===== src/rtl/anim_frame_sequencer.sv =====
// anim_frame_sequencer: controls an external free-running speed counter through
// its active-low clear and count-enable lines. It emits a one-cycle tick and
// advances a sprite frame index each time the programmed period elapses.
// Build option ANIMSEQ_PINGPONG_EN: frames bounce 0..NUM_FRAMES-1..0 instead of wrapping.
module anim_frame_sequencer #(
    parameter int unsigned CNT_W      = 24,
    parameter int unsigned FRAME_W    = 3,
    parameter int unsigned NUM_FRAMES = 6,
    parameter int unsigned LOOP       = 1
) (
    input  logic               SC_ANIMSEQ_CLOCK_50,
    input  logic               SC_ANIMSEQ_RESET_InHigh,
    input  logic [CNT_W-1:0]   SC_ANIMSEQ_count_InBUS,
    input  logic [CNT_W-1:0]   SC_ANIMSEQ_period_InBUS,
    input  logic               SC_ANIMSEQ_start_InLow,
    input  logic               SC_ANIMSEQ_stop_InLow,
    output logic               SC_ANIMSEQ_clear_OutLow,
    output logic               SC_ANIMSEQ_upcount_OutLow,
    output logic [FRAME_W-1:0] SC_ANIMSEQ_frame_OutBUS,
    output logic               SC_ANIMSEQ_tick_Out,
    output logic               SC_ANIMSEQ_busy_Out,
    output logic               SC_ANIMSEQ_done_Out
);

    localparam logic [FRAME_W-1:0] LP_LAST = FRAME_W'(NUM_FRAMES - 1);
    localparam logic [FRAME_W-1:0] LP_ONE  = FRAME_W'(1);

    typedef enum logic [1:0] {
        ST_IDLE  = 2'd0,
        ST_CLEAR = 2'd1,
        ST_RUN   = 2'd2,
        ST_DONE  = 2'd3
    } state_t;

    state_t             r_state;
    state_t             w_state_nxt;
    logic [FRAME_W-1:0] r_frame;
    logic [FRAME_W-1:0] w_frame_nxt;
    logic [FRAME_W-1:0] w_adv_frame;
    logic               w_adv_end;
    logic               r_clear_n;
    logic               r_upcount_n;
    logic               r_tick;
    logic               r_busy;
    logic               r_done;
    logic               w_clear_n_nxt;
    logic               w_upcount_n_nxt;
    logic               w_tick_nxt;
    logic               w_busy_nxt;
    logic               w_done_nxt;
    logic               w_start;
    logic               w_stop;
    logic [CNT_W-1:0]   w_thresh;
    logic               w_match;
`ifdef ANIMSEQ_PINGPONG_EN
    logic               r_dir_down;
    logic               w_dir_down_nxt;
    logic               w_adv_dir_down;
`endif

    assign w_start = !SC_ANIMSEQ_start_InLow;
    assign w_stop  = !SC_ANIMSEQ_stop_InLow;

    // Period 0 behaves as 1; a match is only honoured while the counter is not being cleared.
    assign w_thresh = (SC_ANIMSEQ_period_InBUS == '0) ? '0
                    : SC_ANIMSEQ_period_InBUS - CNT_W'(1);
    assign w_match  = (r_state == ST_RUN) && r_clear_n && (SC_ANIMSEQ_count_InBUS >= w_thresh);

    // Frame value and end-of-sequence flag that the next tick would produce.
    always_comb begin
        w_adv_frame = r_frame;
        w_adv_end   = 1'b0;
`ifdef ANIMSEQ_PINGPONG_EN
        w_adv_dir_down = r_dir_down;
        if (!r_dir_down) begin
            w_adv_frame = r_frame + LP_ONE;
            if (w_adv_frame == LP_LAST) begin
                w_adv_dir_down = 1'b1;
            end
        end else begin
            w_adv_frame = r_frame - LP_ONE;
            if (w_adv_frame == '0) begin
                w_adv_dir_down = 1'b0;
                w_adv_end      = (LOOP == 0);
            end
        end
`else
        if (r_frame == LP_LAST) begin
            if (LOOP != 0) begin
                w_adv_frame = '0;
            end else begin
                w_adv_end = 1'b1;
            end
        end else begin
            w_adv_frame = r_frame + LP_ONE;
        end
`endif
    end

    // State register plus the registered outputs loaded with the values of the entered state.
    always_ff @(posedge SC_ANIMSEQ_CLOCK_50 or posedge SC_ANIMSEQ_RESET_InHigh) begin
        if (SC_ANIMSEQ_RESET_InHigh) begin
            r_state     <= ST_IDLE;
            r_frame     <= '0;
            r_clear_n   <= 1'b0;
            r_upcount_n <= 1'b1;
            r_tick      <= 1'b0;
            r_busy      <= 1'b0;
            r_done      <= 1'b0;
`ifdef ANIMSEQ_PINGPONG_EN
            r_dir_down  <= 1'b0;
`endif
        end else begin
            r_state     <= w_state_nxt;
            r_frame     <= w_frame_nxt;
            r_clear_n   <= w_clear_n_nxt;
            r_upcount_n <= w_upcount_n_nxt;
            r_tick      <= w_tick_nxt;
            r_busy      <= w_busy_nxt;
            r_done      <= w_done_nxt;
`ifdef ANIMSEQ_PINGPONG_EN
            r_dir_down  <= w_dir_down_nxt;
`endif
        end
    end

    // Next-state logic; stop has priority over start, start is ignored while running.
    always_comb begin
        w_state_nxt = r_state;
        case (r_state)
            ST_IDLE:  if (w_start && !w_stop) w_state_nxt = ST_CLEAR;
            ST_CLEAR: w_state_nxt = w_stop ? ST_IDLE : ST_RUN;
            ST_RUN: begin
                if (w_stop) begin
                    w_state_nxt = ST_IDLE;
                end else if (w_match && w_adv_end) begin
                    w_state_nxt = ST_DONE;
                end
            end
            ST_DONE: begin
                if (w_stop) begin
                    w_state_nxt = ST_IDLE;
                end else if (w_start) begin
                    w_state_nxt = ST_CLEAR;
                end
            end
            default:  w_state_nxt = ST_IDLE;
        endcase
    end

    // Output values for the state being entered; a match pulses tick and clears the counter.
    always_comb begin
        w_frame_nxt     = r_frame;
        w_clear_n_nxt   = 1'b0;
        w_upcount_n_nxt = 1'b1;
        w_tick_nxt      = 1'b0;
        w_busy_nxt      = 1'b0;
        w_done_nxt      = 1'b0;
`ifdef ANIMSEQ_PINGPONG_EN
        w_dir_down_nxt  = r_dir_down;
`endif
        case (w_state_nxt)
            ST_CLEAR: begin
                w_frame_nxt = '0;
                w_busy_nxt  = 1'b1;
`ifdef ANIMSEQ_PINGPONG_EN
                w_dir_down_nxt = 1'b0;
`endif
            end
            ST_RUN: begin
                w_busy_nxt      = 1'b1;
                w_upcount_n_nxt = 1'b0;
                w_clear_n_nxt   = !w_match;
                if (w_match) begin
                    w_tick_nxt  = 1'b1;
                    w_frame_nxt = w_adv_frame;
`ifdef ANIMSEQ_PINGPONG_EN
                    w_dir_down_nxt = w_adv_dir_down;
`endif
                end
            end
            ST_DONE: begin
                w_done_nxt    = 1'b1;
                w_clear_n_nxt = 1'b1;
                if (w_match) begin
                    w_tick_nxt  = 1'b1;
                    w_frame_nxt = w_adv_frame;
`ifdef ANIMSEQ_PINGPONG_EN
                    w_dir_down_nxt = w_adv_dir_down;
`endif
                end
            end
            default: ;
        endcase
    end

    assign SC_ANIMSEQ_clear_OutLow   = r_clear_n;
    assign SC_ANIMSEQ_upcount_OutLow = r_upcount_n;
    assign SC_ANIMSEQ_frame_OutBUS   = r_frame;
    assign SC_ANIMSEQ_tick_Out       = r_tick;
    assign SC_ANIMSEQ_busy_Out       = r_busy;
    assign SC_ANIMSEQ_done_Out       = r_done;

endmodule

===== config.mk =====
export PLATFORM = sky130hd
export DESIGN_NAME = anim_frame_sequencer
export DESIGN_NICKNAME = d
export VERILOG_FILES = /design/src/rtl/anim_frame_sequencer.sv
export SDC_FILE = /design/constraint.sdc
export NUM_CORES = 1
export LEC_CHECK = 0
export BUFFER_PORTS_ARGS = -buffer_cell sky130_fd_sc_hd__buf_2
export CORE_MARGIN = 4
export CORE_UTILIZATION = 42
export CTS_CLUSTER_SIZE = 30
export DETAILED_ROUTE_END_ITERATION = 10
export HOLD_SLACK_MARGIN = 0.1
export PLACE_DENSITY = 0.7
export SLEW_MARGIN = 15
export SYNTH_ARGS = -nofsm -noshare
export SYNTH_HDL_FRONTEND = slang
export SYNTH_SLANG_ARGS = --single-unit

===== constraint.sdc =====
create_clock -name SC_ANIMSEQ_CLOCK_50 -period 2.8 [get_ports SC_ANIMSEQ_CLOCK_50]
set_input_delay 0.56 -clock SC_ANIMSEQ_CLOCK_50 [delete_from_list [all_inputs] [get_ports SC_ANIMSEQ_CLOCK_50]]
set_output_delay 0.56 -clock SC_ANIMSEQ_CLOCK_50 [all_outputs]
set_load 0.02 [all_outputs]

# Yosys cells after proc, flatten, opt, wreduce, memory -nomap -nowiden
# Cells that the tools add are included.
dict set report word_totals {
  register_bits 10
  in_bits 52
  output_inout_bits 8
  elab_cells 45
}
dict set report classes {
  add_sub_neg 2
  magnitude_cmp 1
  eq_ne 8
  muxes 16
  n_reduce_logical 11
}
# cell count
set op_table {}
lappend op_table {{>= comparator 24 bit} 1}
lappend op_table {{zero test 24 bit} 1}
lappend op_table {{two-way mux 24 bit} 1}
lappend op_table {{subtractor 24 x 1 -> 24 bit, second input constant} 1}
lappend op_table {{two-way mux 2 bit} 5}
lappend op_table {{equality test 2 bit, second input constant} 4}
lappend op_table {{one-hot mux 2 bit (4 select lines)} 1}
lappend op_table {{two-way mux 3 bit} 2}
lappend op_table {{one-hot mux 3 bit (2 select lines)} 1}
lappend op_table {{two-way mux 1 bit} 5}
lappend op_table {{equality test 2 x 1 -> 1 bit, second input constant} 2}
lappend op_table {{OR reduction 2 bit} 2}
lappend op_table {{adder 3 x 1 -> 3 bit, second input constant} 1}
lappend op_table {{equality test 3 bit, second input constant} 1}
lappend op_table {{logical AND 1 bit} 3}
lappend op_table {{zero test 1 bit} 2}
lappend op_table {{zero test 2 bit} 1}
lappend op_table {{!= test 2 x 1 -> 1 bit, second input constant} 1}
lappend op_table {{one-hot mux 1 bit (2 select lines)} 1}
lappend op_table {{AND reduction 2 bit} 1}
lappend op_table {{nonzero test 2 bit} 1}

# Longest topological paths before layout
dict set report depth {
  depth_word 8
  mapped_depth 14
  mapped_depth_nobuf 13
}

# Least setup slack after synthesis
# No wires, ideal clock.
dict set report synth_timing {
  kind {input -> register}
  from {input SC_ANIMSEQ_period_InBUS[7]}
  to {register r_frame[0] (netlist: SC_ANIMSEQ_frame_OutBUS[0])}
  setup_time_ns 0.128
  arrival_ns 3.626
  required_ns 2.672
  slack_ns -0.953
  cell_stages 12
  path_buffers 0
  path_cell_list {or4_4 > nor4_4 > nand3b_1 > nor4_1 > xor2_1 > nand2_1 > ha_1 > nand4_1 > or4_1 > o32ai_1 > nor2_1 > mux2_1}
}
dict set report synth_via {
  elab_chain_cells 6
  word_cells_on_any_way 7
  classes_between {add/sub (1); order compare (1); eq/ne (1); mux (1); reduce/logical (3)}
}
# item line_no
set synth_lines {}
lappend synth_lines {{from (decl)} 14} ;# input logic [CNT_W-1:0] SC_ANIMSEQ_period_InBUS,
lappend synth_lines {{subtractor 24 x 1 -> 24 bit or zero test 24 bit (tied branches)} {66, 65}}
lappend synth_lines {{two-way mux 24 bit *} 65} ;# assign w_thresh = (SC_ANIMSEQ_period_InBUS == '0) ? '0
lappend synth_lines {{>= comparator 24 bit *} 67} ;# assign w_match = (r_state == ST_RUN) && r_clear_n && (SC_ANIMSEQ_count_InBUS >= w_thresh);
lappend synth_lines {{logical AND 1 bit *} 67}
lappend synth_lines {{!= test 2 x 1 -> 1 bit (no line) *} n/a}
lappend synth_lines {{AND reduction 2 bit (no line) *} n/a}
lappend synth_lines {{to (signal assigned)} 115} ;# r_frame <= w_frame_nxt;
lappend synth_lines {{to (decl)} 37} ;# logic [FRAME_W-1:0] r_frame;
# Mark *: on every way between the ends. The rest lies on a longest branch, timed or not.
# A chain may end at the register's enable or synchronous reset.

# Worst setup path in the final report
# Same ends and word-level chain as after synthesis.

==> results.py <==
metrics = {
    "status": {
        "status": "finished, violations left",
        "violations": "setup timing",
    },
    "global_routing": {
        "grt_most_used_layer": "met2",
        "antenna_found_initial": 0,
        "grt_pass1_vias": 1697,
        "overflow": 0,
        "grt_use_met3_pct": 2.11,
        "grt_max_degree": 11,
        "grt_pass1_wl_um": 7070,
        "gr-usage-all-layers_pct": 19.3,
        "met1_usage_pct": 24.2,
        "use_met2_pct": 35.2,
    },
    "clock_tree": {
        "cts_buffer_depth": 2,
        "cts-root-buf": "clkbuf_8",
        "htreeDepth": 1,
        "path_clk_slew_ns": 0.05,
        "clock_sinks": 10,
        "clock_latency_ns": 0.23,
        "cts_tree": "built",
        "cts_made_buffers": 3,
    },
    "min_path": {
        "hold_path.class": "in2async",
    },
    "power_and_ir_drop": {
        "switchingPower_uw": 203,
        "internal-power_uw": 421,
        "cellPowerDensity_mw_per_mm2": 252,
        "combPwrFrac_pct": 44.7,
        "pwr-share-seq_pct": 27.0,
        "p_leak_nw": 1.27,
        "p_sw_share_pct": 32.5,
        "ir_drop_uv": 333,
        "p_clk_share_pct": 28.3,
    },
    "final_layout": {
        "fin_util_pct": 71.9,
        "drive_gt1_share_pct": 45.9,
        "area_delta_synth_final_pct": 59.7,
        "fin_area_mm2": 0.00247,
        "finalNonFillerCells": 351,
        "fillers": 272,
        "n_antenna_cell": 0,
        "final_nets": 386,
    },
    "worst_setup_path": {
        "cp.required_ns": 2.92,
        "r2r_start": "r_state[0]",
        "critPathKind": "in2reg",
        "arrival_ns": 3.77,
        "slowest_delay_ns": 0.54,
        "cp-endpoint": "SC_ANIMSEQ_frame_OutBUS[0]",
        "cp_max_fo": 4,
        "cp_slowest_cell": "or4_4",
        "rr_endpoint": "SC_ANIMSEQ_frame_OutBUS[0]",
        "cp-startpoint": "SC_ANIMSEQ_period_InBUS[7]",
        "r2r_cells": 7,
        "path_cells": "buf_6 -> or4_4 -> nor4_4 -> nand2b_1 -> nor4_2 -> xor2_1 -> nand2_1 -> ha_1 -> nand4_1 -> or4_4 -> o32ai_4 -> nor2_2 -> mux2_4",
        "worstSetupStartpointType": "primary input",
        "r2r_slack_ns": 0.55,
        "path_common_cell": "or4_4",
        "critPathCaptureType": "register",
    },
    "synth": {
        "synth-async-reset-ratio_pct": 100,
        "ys_types": 45,
        "avgSynthCellArea_um2": 8.11,
        "synthesis.area_mm2": 0.00155,
        "synthFlopType": "dfrtp_1",
        "syn-num-nets": 271,
        "synth_edf_count": 0,
        "ys_seq_area_share_pct": 16.2,
        "yosys_warnings": 0,
        "syn_inst": 191,
        "netlist.area_leader.share_pct": 22.6,
        "ys_ff_latch": 10,
        "synth_top_cells_by_area": "ha_1, dfrtp_1, xor2_1",
        "post-synth-top-area-cell": "ha_1",
    },
    "sta": {
        "max-slew-margin-rel_pct": 60.0,
        "worst_pin_slew_ns": 0.594,
        "fin_ws_ns": -0.849,
        "fin_skew_ns": 0.00105,
        "slew_violations": 0,
        "finalSetupTns_ns": -3.86,
        "period_share_pct": 130,
        "rsz0062_at_grt": "true",
        "max_freq_ghz": 0.274,
        "final_hold_viol_count": 0,
        "period_needed_ns": 3.65,
        "finalSetupViolations": 5,
    },
    "floorplanning": {
        "boundaryPins": 60,
        "rows": 21,
        "die_w_um": 68.7,
        "initial_core_util_pct": 45.0,
        "die_y_um": 68.7,
        "core_mm2": 0.00344,
        "die_area_mm2": 0.00472,
    },
    "route": {
        "antenna_left": 0,
        "first_pass_iters": 5,
        "wl_per_cell_um": 12.7,
        "drcViolationCount": 0,
        "vias": 1782,
        "drtIter0Drc": 26,
        "drt-vias-per-instance": 5.08,
        "drt-total-wl_um": 4470,
    },
    "placed_design": {
        "place.gp.congestion": 0.789,
        "dpl.cell_count": 341,
        "hpwl_um": 3720,
        "place_area_mm2": 0.00228,
        "portBuffers": 59,
    },
    "run": {
        "max_cap_viol_count": 0,
    },
}
[stage by stage]
stage / power (mW) / hold WS, ns / setup WS [ns]
floorplan: 0.292 / 0.399 / -0.893
finish: 0.624 / 0.284 / -0.849
global placement: 0.417 / 0.518 / -1.06
CTS: 0.628 / 0.287 / -0.896
global route: 0.674 / 0.310 / -1.02
detailed placement: 0.423 / 0.522 / -1.18
[sequential cells by signal, summed over array words and instances (netlist names)]
| signal | flops |
|---|---|
| SC_ANIMSEQ_frame_OutBUS | 3 |
| r_state | 2 |
| SC_ANIMSEQ_busy_Out | 1 |
| SC_ANIMSEQ_clear_OutLow | 1 |
| SC_ANIMSEQ_done_Out | 1 |
| SC_ANIMSEQ_tick_Out | 1 |
| SC_ANIMSEQ_upcount_OutLow | 1 |
[Yosys cell counts (all sizes together) (2+ instances only)]
cell / instances
o21ai: 11
or4: 2
xor2: 13
nand2b: 3
nand4: 5
nor3: 11
nand3b: 2
a21oi: 12
nand3: 6
o31a: 2
inv: 9
nor2: 14
nand2: 27
ha: 28
mux2i: 2
dfrtp: 9
xnor2: 2
mux2: 2
o211ai: 2
o2bb2ai: 2
nor4: 9
a31oi: 2
[critical path, delay by kind of cell]
kind / cells / cell delay [ns]
AOI/OAI and AO/OA: 1 / 0.25
buffers and inverters: 1 / 0.09
and+or+nand+nor: 8 / 2.10
xor gates and xnor gates: 1 / 0.18
adders and majority gates: 1 / 0.29
muxes: 1 / 0.30
[metal layers]
layer  up-vias  wire (um)  part of all wire, %
li1        943          -                    -
met1       788       1950                   43
met2        45       2260                   51
met3         6        228                  5.1
met4         0         38                 0.85
met5         -          0                    0
[cell families (layout without fill, tap and decap cells)]
| logic type | count (synthesis) | after routing | synth area share [%] |
|---|---|---|---|
| and+or+nand+nor | 85 | 85 | 32.1 |
| AOI/OAI and AO/OA | 38 | 38 | 15.0 |
| adders and majority gates | 28 | 28 | 22.6 |
| xor gates and xnor gates | 15 | 15 | 8.48 |
| buffers and inverters | 11 | 125 | 2.75 |
| DFF | 10 | 10 | 16.2 |
| muxes | 4 | 4 | 2.75 |
[power groups by stage]
stage / registers (mW) / logic [mW] / clock network (mW)
2_1_floorplan: 0.179 / 0.113 / 0
3_3_place_gp: 0.168 / 0.250 / 0
3_5_place_dp: 0.168 / 0.254 / 0
4_1_cts: 0.169 / 0.276 / 0.184
5_1_grt: 0.170 / 0.312 / 0.191
6_report: 0.169 / 0.279 / 0.177
[what timing repair did]
item	4_1_cts	5_1_grt
pin swaps	11	9
gates resized for setup	14	2
setup buffers	5	1
endpoints found under the setup margin	5	5
hold buffers	0	0
[layout by cell type, fill, tap and decap left out, drive strengths merged, types with 3 or more instances in the layout]
cell    instances
buf           112
nor2           14
nand2          27
nor4            9
a21oi          12
clkbuf          4
dfrtp           9
xor2           13
ha             28
nand3           6
nand4           5
nor3           11
nand2b          3
inv             9
o21ai          11
[worst min path at each step]
stage                                     startpoint                          to  cells after the start
after floorplan              SC_ANIMSEQ_RESET_InHigh         SC_ANIMSEQ_busy_Out                      1
after global placement    SC_ANIMSEQ_frame_OutBUS[1]  SC_ANIMSEQ_frame_OutBUS[1]                      1
after detailed placement  SC_ANIMSEQ_frame_OutBUS[2]  SC_ANIMSEQ_frame_OutBUS[2]                      1
after CTS                    SC_ANIMSEQ_RESET_InHigh         SC_ANIMSEQ_busy_Out                      2
after global routing         SC_ANIMSEQ_RESET_InHigh         SC_ANIMSEQ_busy_Out                      2
final                        SC_ANIMSEQ_RESET_InHigh         SC_ANIMSEQ_tick_Out                      2
[area by class of cell]
cell class                      instances  area, um^2  share of cell area (%)
Multi-Input combinational cell        170        1360                    54.9
Sequential cell                        10         251                    10.2
Inverter                                9        33.8                    1.37
Tap cell                               46        57.6                    2.33
Clock buffer                            4        55.1                    2.23
Timing Repair Buffer                  112         718                    29.0
Note: power is estimated with default switching activity, not from simulation.
